===== config.mk =====
export PLATFORM = sky130hd
export DESIGN_NAME = prog_counter_unit
export DESIGN_NICKNAME = d
export VERILOG_FILES = /design/src/rtl/rat_pc_pkg.sv /design/src/rtl/prog_counter_unit_ret_stack.sv /design/src/rtl/prog_counter_unit.sv
export SDC_FILE = /design/constraint.sdc
export NUM_CORES = 1
export LEC_CHECK = 0
export CORE_ASPECT_RATIO = 1.5
export CORE_UTILIZATION = 54
export CTS_BUF_LIST = sky130_fd_sc_hd__clkbuf_16
export DETAILED_ROUTE_END_ITERATION = 6
export MAX_ROUTING_LAYER = met4
export PLACE_DENSITY = 0.72
export SLEW_MARGIN = 10
export SYNTH_ARGS = -nofsm -noshare
export SYNTH_HDL_FRONTEND = slang
export SYNTH_SLANG_ARGS = --single-unit

===== constraint.sdc =====
create_clock -name CLK -period 3 [get_ports CLK]
set_input_delay 0.6 -clock CLK [delete_from_list [all_inputs] [get_ports CLK]]
set_output_delay 0.6 -clock CLK [all_outputs]
set_load 0.03 [all_outputs]

===== src/rtl/rat_pc_pkg.sv =====
//------------------------------------------------------------------------------
// Module : rat_pc_pkg
// Brief  : Shared constants and PC source select encoding for the RAT MCU PC.
// Rev    : 1.0  initial release
//------------------------------------------------------------------------------
`default_nettype none

package rat_pc_pkg;

  localparam int              ADDR_W   = 10;
  localparam logic [ADDR_W-1:0] INTR_VEC = 10'h3FF;

  typedef enum logic [1:0] {
    PC_FROM_IMMED = 2'd0,
    PC_FROM_STACK = 2'd1,
    PC_FROM_INTR  = 2'd2,
    PC_RSVD       = 2'd3
  } pc_sel_t;

endpackage

`default_nettype wire


===== src/rtl/prog_counter_unit_ret_stack.sv =====
//------------------------------------------------------------------------------
// Module : ret_stack
// Brief  : Parameterised return-address LIFO with occupancy, flags and a
//          combinational misuse pulse (push-full, pop-empty, push+pop).
// Rev    : 1.0  initial release
//------------------------------------------------------------------------------
`default_nettype none

module ret_stack #(
  parameter int DEPTH = 16,
  parameter int WIDTH = 10,
  parameter int LVL_W = $clog2(DEPTH) + 1
) (
  input  logic             clk,
  input  logic             rst,
  input  logic             i_push,
  input  logic             i_pop,
  input  logic [WIDTH-1:0] i_din,
  output logic [WIDTH-1:0] o_top,
  output logic [LVL_W-1:0] o_level,
  output logic             o_empty,
  output logic             o_full,
  output logic             o_err
);

  localparam int c_PTR_W = $clog2(DEPTH);

  logic [WIDTH-1:0]   r_mem [DEPTH];
  logic [LVL_W-1:0]   r_level;
  logic               w_empty;
  logic               w_full;
  logic               w_push_ok;
  logic               w_pop_ok;
  logic [c_PTR_W-1:0] w_wr_idx;
  logic [c_PTR_W-1:0] w_top_idx;

  assign w_empty   = (r_level == '0);
  assign w_full    = (r_level == LVL_W'(DEPTH));
  // A simultaneous push and pop is treated as misuse and performs neither.
  assign w_push_ok = i_push & ~i_pop & ~w_full;
  assign w_pop_ok  = i_pop & ~i_push & ~w_empty;
  assign w_wr_idx  = r_level[c_PTR_W-1:0];
  assign w_top_idx = c_PTR_W'(r_level - LVL_W'(1));

  always_ff @(posedge clk) begin
    if (rst) begin
      r_level <= '0;
    end else if (w_push_ok) begin
      r_level <= r_level + LVL_W'(1);
    end else if (w_pop_ok) begin
      r_level <= r_level - LVL_W'(1);
    end
  end

  always_ff @(posedge clk) begin
    if (!rst && w_push_ok) begin
      r_mem[w_wr_idx] <= i_din;
    end
  end

  assign o_top   = w_empty ? '0 : r_mem[w_top_idx];
  assign o_level = r_level;
  assign o_empty = w_empty;
  assign o_full  = w_full;
  assign o_err   = (i_push & i_pop) | (i_push & w_full) | (i_pop & w_empty);

endmodule

`default_nettype wire


===== src/rtl/prog_counter_unit.sv =====
//------------------------------------------------------------------------------
// Module : prog_counter_unit
// Brief  : RAT MCU program counter with return-address stack and interrupt
//          vector. Optional jump trace enabled by defining PC_TRACE_EN.
// Rev    : 1.0  initial release
//------------------------------------------------------------------------------
`default_nettype none

module prog_counter_unit #(
  parameter int                ADDR_W      = rat_pc_pkg::ADDR_W,
  parameter int                STACK_DEPTH = 16,
  parameter logic [ADDR_W-1:0] INTR_VEC    = rat_pc_pkg::INTR_VEC
) (
  input  logic                         CLK,
  input  logic                         RST,
  input  logic                         PC_LD,
  input  logic                         PC_INC,
  input  logic [1:0]                   PC_SEL,
  input  logic [ADDR_W-1:0]            IMMED,
  input  logic                         PUSH,
  input  logic                         POP,
  output logic [ADDR_W-1:0]            PC_COUNT,
  output logic [$clog2(STACK_DEPTH):0] STK_LEVEL,
  output logic                         STK_EMPTY,
  output logic                         STK_FULL,
  output logic                         STK_ERR
`ifdef PC_TRACE_EN
  ,
  output logic                         TRACE_VLD,
  output logic [ADDR_W-1:0]            TRACE_FROM,
  output logic [ADDR_W-1:0]            TRACE_TO
`endif
);

  import rat_pc_pkg::*;

  localparam int c_LVL_W = $clog2(STACK_DEPTH) + 1;

  logic [ADDR_W-1:0]  r_pc;
  logic [ADDR_W-1:0]  w_pc_next;
  logic [ADDR_W-1:0]  w_stk_top;
  logic [c_LVL_W-1:0] w_stk_level;
  logic               w_stk_err;
  logic               r_stk_err;
  pc_sel_t            w_sel;

  assign w_sel = pc_sel_t'(PC_SEL);

  ret_stack #(
    .DEPTH (STACK_DEPTH),
    .WIDTH (ADDR_W),
    .LVL_W (c_LVL_W)
  ) u_ret_stack (
    .clk     (CLK),
    .rst     (RST),
    .i_push  (PUSH),
    .i_pop   (POP),
    .i_din   (r_pc),
    .o_top   (w_stk_top),
    .o_level (w_stk_level),
    .o_empty (STK_EMPTY),
    .o_full  (STK_FULL),
    .o_err   (w_stk_err)
  );

  // Top-of-stack is sampled before the pop lands, so RET returns the pushed PC.
  always_comb begin
    w_pc_next = r_pc;
    if (PC_LD) begin
      case (w_sel)
        PC_FROM_IMMED: w_pc_next = IMMED;
        PC_FROM_STACK: w_pc_next = w_stk_top;
        PC_FROM_INTR:  w_pc_next = INTR_VEC;
        default:       w_pc_next = '0;
      endcase
    end else if (PC_INC) begin
      w_pc_next = r_pc + ADDR_W'(1);
    end
  end

  always_ff @(posedge CLK) begin
    if (RST) begin
      r_pc      <= '0;
      r_stk_err <= 1'b0;
    end else begin
      r_pc <= w_pc_next;
      if (w_stk_err) begin
        r_stk_err <= 1'b1;
      end
    end
  end

  assign PC_COUNT  = r_pc;
  assign STK_LEVEL = w_stk_level;
  assign STK_ERR   = r_stk_err;

`ifdef PC_TRACE_EN
  logic              r_trace_vld;
  logic [ADDR_W-1:0] r_trace_from;
  logic [ADDR_W-1:0] r_trace_to;

  always_ff @(posedge CLK) begin
    if (RST) begin
      r_trace_vld  <= 1'b0;
      r_trace_from <= '0;
      r_trace_to   <= '0;
    end else begin
      r_trace_vld <= PC_LD;
      if (PC_LD) begin
        r_trace_from <= r_pc;
        r_trace_to   <= w_pc_next;
      end
    end
  end

  assign TRACE_VLD  = r_trace_vld;
  assign TRACE_FROM = r_trace_from;
  assign TRACE_TO   = r_trace_to;
`endif

endmodule

`default_nettype wire

# [Yosys cells after proc, flatten, opt, wreduce, memory -nomap -nowiden]
# Memory sizes are Yosys's and may differ from the RTL's.
# Index checks and enable logic that the tools add are counted.
[word_totals] reg_bits=16 ramBits=160 in_bits=18 output_inout_bits=18 wordCells=37 mem_count=1
[mem_list] name="u_ret_stack.r_mem" words=16 word_bits=10 rd=1 rd_clocked_by_memory_dff=0 wr=1 line_no="prog_counter_unit_ret_stack.sv:28" text="logic [WIDTH-1:0] r_mem [DEPTH];"
[op_classes] n_addsub=3 eq_ne=3 muxes=8 bitwise=13 n_reduce_logical=6
[op_table] op="2-to-1 mux 10 bit" n=3
[op_table] op="one-hot mux 10 bit (3 select lines)" n=1
[op_table] op="adder 10 x 1 -> 10 bit (second input constant)" n=1
[op_table] op="2-to-1 mux 5 bit" n=2
[op_table] op="AND 1 bit" n=7
[op_table] op="adder 5 x 1 -> 5 bit (second input constant)" n=1
[op_table] op="== test 5 bit (second input constant)" n=1
[op_table] op="logical NOT 5 bit" n=1
[op_table] op="subtractor 5 x 1 -> 5 bit (second input constant)" n=1
[op_table] op="NOT 1 bit" n=4
[op_table] op="nonzero test 2 bit" n=2
[op_table] op="== test 2 x 1 -> 1 bit (second input constant)" n=1
[op_table] op="== test 2 bit (second input constant)" n=1
[op_table] op="logical NOT 2 bit" n=1
[op_table] op="2-to-1 mux 1 bit" n=2
[op_table] op="bitwise OR 1 bit" n=2
[op_table] op="logical AND 1 bit" n=1
[op_table] op="logical NOT 1 bit" n=1

# [Depth between registers and ports, before layout]
# Gate-level depths: netlist of the first run.
[depth] depth_word=6 mapped_depth=11 ltp_nobuf=7

# [Modules after synthesis]
# From an unflattened synthesis of the first run, not the netlist that was laid out.
[hier_totals] hier_cells=417 area_unflattened_um2=7368.3
[by_module_without_submodules] mod="ret_stack" n_inst=1 cells_per_inst=323 area_each_um2=6602.6 seq_area_each_um2=4904.7
[by_module_without_submodules] mod="prog_counter_unit" n_inst=1 cells_per_inst=94 area_each_um2=765.7 seq_area_each_um2=220.2

# [Least setup slack after synthesis of the first run]
# Ideal clock, no wire load.
[synth_timing] path_kind="register to register" from="register u_ret_stack.r_level[0] (netlist: u_ret_stack.o_level[0])" to="memory u_ret_stack.r_mem[0][0], enable pin" setup_ns=0.390 arrival_time_ns=3.172 t_required_ns=2.610 path_slack_ns=-0.562 stages_incl_launch_ff=10 path_buffers=3 period_less_slack_ns=3.562 cell_sequence="dfxtp_1 buf_2 buf_2 inv_2 ha_1 nor4bb_1 clkbuf_1 nor3_1 nand2_1 nor3_1"
[synth_via] elab_chain_len=6
[synth_rtl] element="start, declared" line_no="prog_counter_unit_ret_stack.sv:29" text="logic [LVL_W-1:0] r_level;"
[synth_rtl] element="start signal, assigned" line_no="prog_counter_unit_ret_stack.sv:49" text="r_level <= r_level + LVL_W'(1);"
[synth_rtl] element="start signal, assigned" line_no="prog_counter_unit_ret_stack.sv:51" text="r_level <= r_level - LVL_W'(1);"
[synth_rtl] element="== test 5 bit" line_no="prog_counter_unit_ret_stack.sv:38" text="assign w_full = (r_level == LVL_W'(DEPTH));"
[synth_rtl] element="named net STK_FULL" line_no="prog_counter_unit.sv:25" text="output logic STK_FULL,"
[synth_rtl] element="NOT 1 bit" line_no="prog_counter_unit_ret_stack.sv:40" text="assign w_push_ok = i_push & ~i_pop & ~w_full;"
[synth_rtl] element="AND 1 bit" line_no="prog_counter_unit_ret_stack.sv:40"
[synth_rtl] element="logical AND 1 bit" line_no="prog_counter_unit_ret_stack.sv:56" text="if (!rst && w_push_ok) begin"
[synth_rtl] element="2-to-1 mux 1 bit" line_no="prog_counter_unit_ret_stack.sv:56"
[synth_rtl] element="2-to-1 mux 1 bit (not written as such)" line_no="prog_counter_unit_ret_stack.sv:57" text="r_mem[w_wr_idx] <= i_din;"
[synth_rtl] element="end, declared" line_no="prog_counter_unit_ret_stack.sv:28"
# The timed path passes the listed nets, and every way through them passes these cells.

# [Final worst setup path of the first run]
[layout_timing] from="register u_ret_stack.r_level[1] (netlist: u_ret_stack.o_level[1])" to="output STK_EMPTY"
[layout_via] elab_chain_len=1
[layout_rtl] element="logical NOT 5 bit" line_no="prog_counter_unit_ret_stack.sv:37" text="assign w_empty = (r_level == '0);"
[layout_rtl] element="end, declared" line_no="prog_counter_unit.sv:24" text="output logic STK_EMPTY,"
# No other way between the ends.

==> results of run 1 <==
==> synth_stat cells, drive strengths merged, types with 6 or more instances <==
master    n
dfxtp    16
nor3     10
o21ai     8
edfxtp  160
xnor2     9
buf       8
mux2     10
mux4     40
nor2     32
mux2i    11
nand2    16
clkbuf   14
a21oi     6
o21bai   11
ha        6
xor2      8
==> per-layer routing <==
metal  GRT usage, %  share of wire, %  routed length, µm  vias to the layer above
met1           31.3                40               6510                     2062
met5              -                 0                  0                        -
li1               -                 -                  -                     1801
met2           40.7                51               8200                      142
met3           5.00               5.5                897                       43
met4           12.6               3.6                583                        0
==> how the worst max path moves through the flow <==
stage | depth (start not counted) | end | startpoint | slack, ns
floorplan | 10 | PC_COUNT[4] | u_ret_stack.o_level[0] | 0.02
detailed placement | 5 | PC_COUNT[9] | PC_SEL[1] | 0.41
global route | 4 | STK_EMPTY | u_ret_stack.o_level[1] | 0.13
finish | 4 | STK_EMPTY | u_ret_stack.o_level[1] | 0.24
CTS | 4 | STK_EMPTY | u_ret_stack.o_level[0] | 0.22
global placement | 5 | PC_COUNT[9] | PC_SEL[1] | 0.40
==> cell usage in the layout, fill, tap and decap left out, types with 9 or more instances in the layout <==
cell,n
buf_4,40
clkbuf_16,17
clkdlybuf4s50_1,34
dfxtp_1,15
edfxtp_1,160
mux2_2,10
mux2i_1,11
mux4_1,9
mux4_2,31
nand2_1,16
nor2_1,20
nor2_2,12
o21bai_1,11
xnor2_1,9
==> critical path, delay by kind of cell, from the launching register on <==
| family | cells | cell delay [ns] |
|---|---|---|
| adder cells (fa/ha/maj) | 1 | 0.25 |
| buffers and inverters | 2 | 0.85 |
| flip-flops | 1 | 0.37 |
| AND/OR/NAND/NOR | 1 | 0.26 |
==> area by class of cell <==
type | count | area, µm² | share of cell area (%)
sequential | 176 | 5130 | 58.4
multi-input combinational | 212 | 2180 | 24.8
timing repair buffer | 75 | 661 | 7.53
clock buffer | 17 | 425 | 4.85
tap | 159 | 199 | 2.27
clock inverter | 15 | 168 | 1.91
inverter | 5 | 18.8 | 0.214
==> sequential cells by signal (all words and copies together), names as in the netlist <==
| name | count |
|---|---|
| PC_COUNT | 10 |
| STK_ERR | 1 |
| u_ret_stack.o_level | 5 |
| u_ret_stack.r_mem | 160 |
==> per-stage QoR <==
| step | hold slack (ns) | power (mW) | cells |
|---|---|---|---|
| 2_1_floorplan | 0.643 | 5.09 | 415 |
| 3_3_place_gp | 0.503 | 5.92 | 627 |
| 3_5_place_dp | 0.503 | 5.95 | 627 |
| 4_1_cts | 0.518 | 8.17 | 659 |
| 5_1_grt | 0.553 | 8.44 | 659 |
| 6_report | 0.511 | 8.11 | 659 |
==> cells by family (layout without fill, tap and decap cells) <==
group                      count (synthesis)  after routing  share of synthesized area (%)
DFF                                      176            176                           69.8
and+or+nand+nor                           83             83                           5.35
muxes                                     61             61                           15.8
AOI/OAI and AO/OA                         45             45                           4.07
buffers and inverters                     27            112                           1.82
xor gates and xnor gates                  17             17                           2.13
adders and majority gates                  6              6                           1.02
==> where the power goes <==
group / internal [mW] / leakage [nW] / switching (mW)
sequential: 2.86 / 1.60 / 0.0980
clock: 1.31 / 0.293 / 0.911
combinational: 1.37 / 1.06 / 1.57
total: 5.53 / 2.95 / 2.58
==> impl_metrics.ini, run 1 <==
[run_status]
status = finished, final reports clean

[place]
dp_hpwl_um = 10700
dpl_cell_area_um2 = 8180
place_ws_ns = 0.407
place.gp.congestion = 0.896
port_buffers = 35

[yosys]
yosysSeqAreaShare_pct = 69.8
synth-edff-count = 160
ys_ff_latch = 176
syn_avg_cell_area_um2 = 17.7
syn_inst = 415
synth_top_area_share_pct = 65.5
yosysWarningCount = 0
synth_area_leader_cell = edfxtp_1
synth.distinct_cells = 38
async_reset_ff_share_pct = 0
syn_nets = 439
synth-main-ff-cell = edfxtp_1
synth_area_um2 = 7340
synthTopCellsByArea = edfxtp_1, mux4_2, dfxtp_1

[die]
ios = 36
coreArea_um2 = 13100
die-area_um2 = 14100
placementRows = 51
start_util_pct = 55.8
die_x_um = 97.2
die_y_um = 145

[finish]
drive_above_1_share_pct = 26.6
antenna_cells = 0
syn_to_final_growth_pct = 19.6
design_area_um2 = 8780
num-fill-cells = 882
nets = 511
fin_util_pct = 66.8

[setup_path]
r2r-start = u_ret_stack.o_level[1]
r2r_slack_ns = 0.45
timing.rr.end = PC_COUNT[3]
path_cells = inv_1, ha_1, nor4b_2, clkdlybuf4s50_1
reg2regPathDepth = 8
worstSetupStartpointType = register
critPathCaptureType = output pin
cp.arrival_ns = 2.16
path_class = reg2out
critical_path_peak_fanout = 7
slowest_stage = clkdlybuf4s50_1
worstPathRequired_ns = 2.40
max_stage_delay_ns = 0.72

[global_route]
antenna_found_initial = 0
grt-ovfl-total = 0
grt.total_usage_pct = 25.4
grt_pass1_wl_um = 24500
grt_pass1_vias = 4109
grt_max_degree = 28

[cts]
cts_hold_buf = 0
clk_latency_ns = 0.42
numCtsBuffers = 17
cts_resized = 0
clk_pin_slew_ns = 0.06
root_buffer = clkbuf_16
cts_tree = yes
cts_buffer_depth = 2
htree_num_levels = 4
cts_num_sinks = 176
cts_setup_buffers = 0

[hold_path]
hp-start = STK_ERR
hold_end = STK_ERR
hp-class = reg2reg
min_path_cells = 2

[timing]
finalSetupViolCount = 0
drv_slew = 0
tightest_slew_ns = 0.719
finalCriticalPeriod_ns = 2.76
tns_ns = 0
skew_ns = 0.00662
fmax_mhz = 362
hold_viol = 0
slew_headroom_pct = 51.7
rsz0062_at_grt = no
fin_ws_ns = 0.239
finalCritPeriodShare_pct = 92.0

[route]
wl_per_cell_um = 24.6
drc = 0
firstDrtPassIters = 6
ant_nets = 0
drt_iter0_markers = 330
routed_wl_um = 16200
avgViaCountPerCell = 6.14
num_vias = 4048

[power_and_ir_drop]
powerDensity_nw_per_um2 = 924
leakage_nw = 2.95
irDropWorstVdd_v = 0.000574

[flow_run]
cap_violations = 0
Power figures use the tool's default switching activity.
==> run 2: changes to the inputs <==
--- a/config.mk
+++ b/config.mk
@@ -5,7 +5,7 @@
 export SDC_FILE = /design/constraint.sdc
 export NUM_CORES = 1
 export LEC_CHECK = 0
-export CORE_ASPECT_RATIO = 1.5
+export CORE_ASPECT_RATIO = 0.75
 export CORE_UTILIZATION = 54
 export CTS_BUF_LIST = sky130_fd_sc_hd__clkbuf_16
 export DETAILED_ROUTE_END_ITERATION = 6
==> impl_metrics.ini, run 2 (synthesis results as in run 1) <==
[run_status]
status = finished, final reports clean

[timing]
slew_headroom_pct = 53.9
fmax_mhz = 365
hold_viol = 0
finalSetupViolCount = 0
tns_ns = 0
tightest_slew_ns = 0.690
finalCritPeriodShare_pct = 91.4
rsz0062_at_grt = no
skew_ns = 0.0127
drv_slew = 0
holdWs_ns = 0.541
finalCriticalPeriod_ns = 2.74

[setup_path]
critPathCaptureType = output pin
worstSetupStartpointType = register
cp.arrival_ns = 2.14
crit_path_frequent_cell = buf_4
path_class = reg2out
max_stage_delay_ns = 0.46
path_buf_inv = 4
path_cells = inv_2, buf_4, ha_1, nor4bb_1, buf_4, buf_4
slowest_stage = nor4bb_1
path_delay_family = buffers and inverters
critical_path_peak_fanout = 10
r2r_slack_ns = 0.32
worstPathRequired_ns = 2.40

[global_route]
grt_pass1_wl_um = 25900
grt-ovfl-total = 0
grt.total_usage_pct = 28.2
antenna_found_initial = 0
grt_max_degree = 28
grt_pass1_vias = 4148

[route]
num_vias = 4280
drt_iter0_markers = 556
firstDrtPassIters = 6
drc = 0
routed_wl_um = 17700
wl_per_cell_um = 26.2
ant_nets = 0
avgViaCountPerCell = 6.34

[cts]
htree_num_levels = 4
cts_tree = yes
root_buffer = clkbuf_16
clk_latency_ns = 0.43
cts_buffer_depth = 2
clk_pin_slew_ns = 0.06
cts_num_sinks = 176
numCtsBuffers = 17
cts_setup_buffers = 0

[power_and_ir_drop]
p_switching_mw = 2.85
power.internal_mw = 5.44
total_power_mw = 8.29
power.share.combinational_pct = 38.0
sw_frac_of_total_pct = 34.4
leakage_nw = 2.97
powerDensity_nw_per_um2 = 941
clock_power_share_pct = 26.6
irDropWorstVdd_v = 0.000643
pwr-share-seq_pct = 35.5

[die]
die-area_um2 = 14100
ios = 36
die_x_um = 137
die_y_um = 103
placementRows = 36
coreArea_um2 = 13100
start_util_pct = 56.0

[finish]
largest_reg_flops = 160
drive_above_1_share_pct = 27.6
instances_no_fill = 675
nets = 515
layout_commonest_cell = edfxtp_1
final_cell_mix = edfxtp_1, buf_4, clkdlybuf4s50_1, mux4_2, nor2_1
largest_register = u_ret_stack.r_mem
syn_to_final_growth_pct = 20.0
antenna_cells = 0

[flow_run]
cap_violations = 0

[hold_path]
hp-class = reg2reg

[place]
dp_hpwl_um = 11300
port_buffers = 35
place_inst = 643
place.gp.congestion = 0.842
==> run 2: cell type report <==
cell class                 instances  area (µm²)
clock inverter                    15         168
clock buffer                      17         425
inverter                           5        18.8
multi-input combinational        212        2180
tap                              171         214
fill                             859        4300
timing repair buffer              79         681
sequential                       176        5130
==> run 2: metrics by stage <==
stage                     utilization, %  area [µm²]  setup WS [ns]
after floorplan                        -        7440         0.0194
after global placement              62.7        8220          0.402
after detailed placement            62.7        8220          0.305
after CTS                           67.2        8810         0.0151
after global routing                67.2        8810          0.156
final                               67.2        8810          0.257
==> run 2: power groups by stage <==
| stage | clock network [mW] | logic, mW | registers, mW |
|---|---|---|---|
| floorplan | 0 | 1.96 | 3.14 |
| global placement | 0 | 3.08 | 2.99 |
| detailed placement | 0 | 3.12 | 2.99 |
| CTS | 2.23 | 3.15 | 2.94 |
| global route | 2.34 | 3.31 | 2.95 |
| finish | 2.20 | 3.15 | 2.94 |
==> run 2: repair_timing <==
| item | in CTS | in global routing |
|---|---|---|
| hold buffers | 0 | 0 |
| setup endpoints to repair | 0 | 1 |
| gates resized for setup | 0 | 1 |
==> run 2: metal layers <==
layer  global-route usage (%)  part of all wire, %  vias up
met5                        -                    0        -
met4                     10.2                  2.1        0
met3                     6.39                   10       28
met2                     37.9                   43      257
met1                     42.0                   45     2181
li1                         -                    -     1814
==> run 2: tightest hold or removal path: stages (launching register included) <==
cell,delay [ns]
dfxtp_1,0.33
a21oi_1,0.05
a21oi_1,0.12
==> run 2: final timing paths <==
path | start | endpoint | cells after the start
max | u_ret_stack.o_level[0] | STK_FULL | 6
min | STK_ERR | STK_ERR | 2
min reg2reg | STK_ERR | STK_ERR | 2
max reg2reg | u_ret_stack.o_level[1] | PC_COUNT[3] | 8
==> run 3: changes to the inputs <==
--- a/config.mk
+++ b/config.mk
@@ -5,12 +5,15 @@
 export SDC_FILE = /design/constraint.sdc
 export NUM_CORES = 1
 export LEC_CHECK = 0
+export CELL_PAD_IN_SITES_DETAIL_PLACEMENT = 2
+export CELL_PAD_IN_SITES_GLOBAL_PLACEMENT = 2
 export CORE_ASPECT_RATIO = 0.75
-export CORE_UTILIZATION = 54
+export CORE_UTILIZATION = 41
 export CTS_BUF_LIST = sky130_fd_sc_hd__clkbuf_16
 export DETAILED_ROUTE_END_ITERATION = 6
 export MAX_ROUTING_LAYER = met4
-export PLACE_DENSITY = 0.72
+export PLACE_DENSITY = 0.71
+export SKIP_LAST_GASP = 1
 export SLEW_MARGIN = 10
 export SYNTH_ARGS = -nofsm -noshare
 export SYNTH_HDL_FRONTEND = slang
==> impl_metrics.ini, run 3 (synthesis results as in run 1) <==
[place]
dp_hpwl_um = 14900
port_buffers = 35
place_ws_ns = 0.172
place.gp.congestion = 0.808
place_inst = 714

[finish]
largest_register = u_ret_stack.r_mem
drive_above_1_share_pct = 28.2
syn_to_final_growth_pct = 22.5
nets = 521
fin_util_pct = 52.3
seq_area_um2 = 5130
multi_input_area_um2 = 2180
num-fill-cells = 1521
final_cell_mix = edfxtp_1, buf_4, clkdlybuf4s50_1, mux4_2, nor2_1
largest_reg_flops = 160
instances_no_fill = 747
layout_commonest_cell = edfxtp_1

[timing]
rsz0062_at_grt = no
tns_ns = 0
drv_slew = 0
fmax_mhz = 349
hold_viol = 0
finalSetupViolCount = 0
slew_headroom_pct = 40.4
finalCritPeriodShare_pct = 95.6
fin_ws_ns = 0.131
tightest_slew_ns = 0.888
finalCriticalPeriod_ns = 2.87
skew_ns = 0.00656

[global_route]
antenna_found_initial = 1
grt_pass1_wl_um = 32400
grt_max_degree = 27
grt_pass1_vias = 4643
grt-ovfl-total = 0
grt.total_usage_pct = 26.6

[cts]
clk_pin_slew_ns = 0.06
cts_num_sinks = 176
cts_tree = yes
root_buffer = clkbuf_16
cts_hold_buf = 0
cts_resized = 0
cts_buffer_depth = 2
cts_setup_buffers = 0
numCtsBuffers = 17
clk_latency_ns = 0.43
htree_num_levels = 4

[setup_path]
path_class = reg2out
slowest_stage = clkdlybuf4s50_1
critPathLaunch = u_ret_stack.o_level[0]
path_cells = inv_2, ha_1, nor4b_2, clkdlybuf4s50_1
path_buf_inv = 2
max_stage_delay_ns = 0.76
critical_path_peak_fanout = 4
worstSetupStartpointType = register
worstPathRequired_ns = 2.40
r2r-start = u_ret_stack.o_level[0]
path_delay_family = buffers and inverters
critPathCaptureType = output pin
cp.arrival_ns = 2.27

[die]
die_x_um = 156
die-area_um2 = 18400
start_util_pct = 42.7
die_y_um = 118
ios = 36
placementRows = 41
coreArea_um2 = 17200

[route]
drt_iter0_markers = 356
wl_per_cell_um = 30.0
ant_nets = 0
routed_wl_um = 22400
num_vias = 4307
firstDrtPassIters = 4
drc = 0
avgViaCountPerCell = 5.77

[power_and_ir_drop]
total_power_mw = 8.54
powerDensity_nw_per_um2 = 950
leakage_nw = 3.00
irDropWorstVdd_v = 0.000392

[run_status]
status = finished, final reports clean

[flow_run]
cap_violations = 0

[hold_path]
hp-class = reg2reg
hp-start = STK_ERR
## run 3: cell types whose count changed in the layout (fill, tap and decap cells not counted), sizes merged
cell           change
buf                +6
bufinv             +1
clkdlybuf4s50      +1
clkinv             +1
diode              +1
dlymetal6s2s       -1
inv                -2
## run 3: worst paths after layout
kind | slack (ns) | cells after the start | endpoint
hold / removal | 0.58 | 2 | STK_ERR
setup reg to reg | 0.34 | 7 | u_ret_stack.r_mem[0][6]
setup / recovery | 0.13 | 4 | STK_EMPTY
hold reg to reg | 0.58 | 2 | STK_ERR
## run 3: per-layer routing
layer / global-route usage [%] / share of wire [%]
met1: 37.1 / 45
met2: 40.5 / 48
met3: 5.12 / 5.0
met4: 6.74 / 1.5
met5: - / 0
## run 3: report_power, final
group          switching [mW]  internal, mW  leakage [nW]
Sequential              0.138          2.86          1.60
Combinational            1.86          1.46          1.12
Clock                   0.984          1.24         0.284
## run 3: area by class of cell
cell class | instances | area share (%)
Inverter | 5 | 0.209
Tap cell | 236 | 3.28
Clock inverter | 15 | 1.75
Clock buffer | 17 | 4.73
Multi-Input combinational cell | 212 | 24.2
Antenna cell | 1 | 0.0278
Timing Repair Buffer | 85 | 8.74
Sequential cell | 176 | 57.0
## run 3: metrics by stage
stage	cell area, µm²	hold WS (ns)
after floorplan	7440	0.643
after global placement	8400	0.506
after detailed placement	8400	0.561
after CTS	8990	0.582
after global routing	8990	0.615
final	8990	0.584
## run 3: worst min-delay path, delay by kind of cell, from the launching register on
| family | cells | cell delay [ns] |
|---|---|---|
| compound gates | 2 | 0.19 |
| flops | 1 | 0.34 |
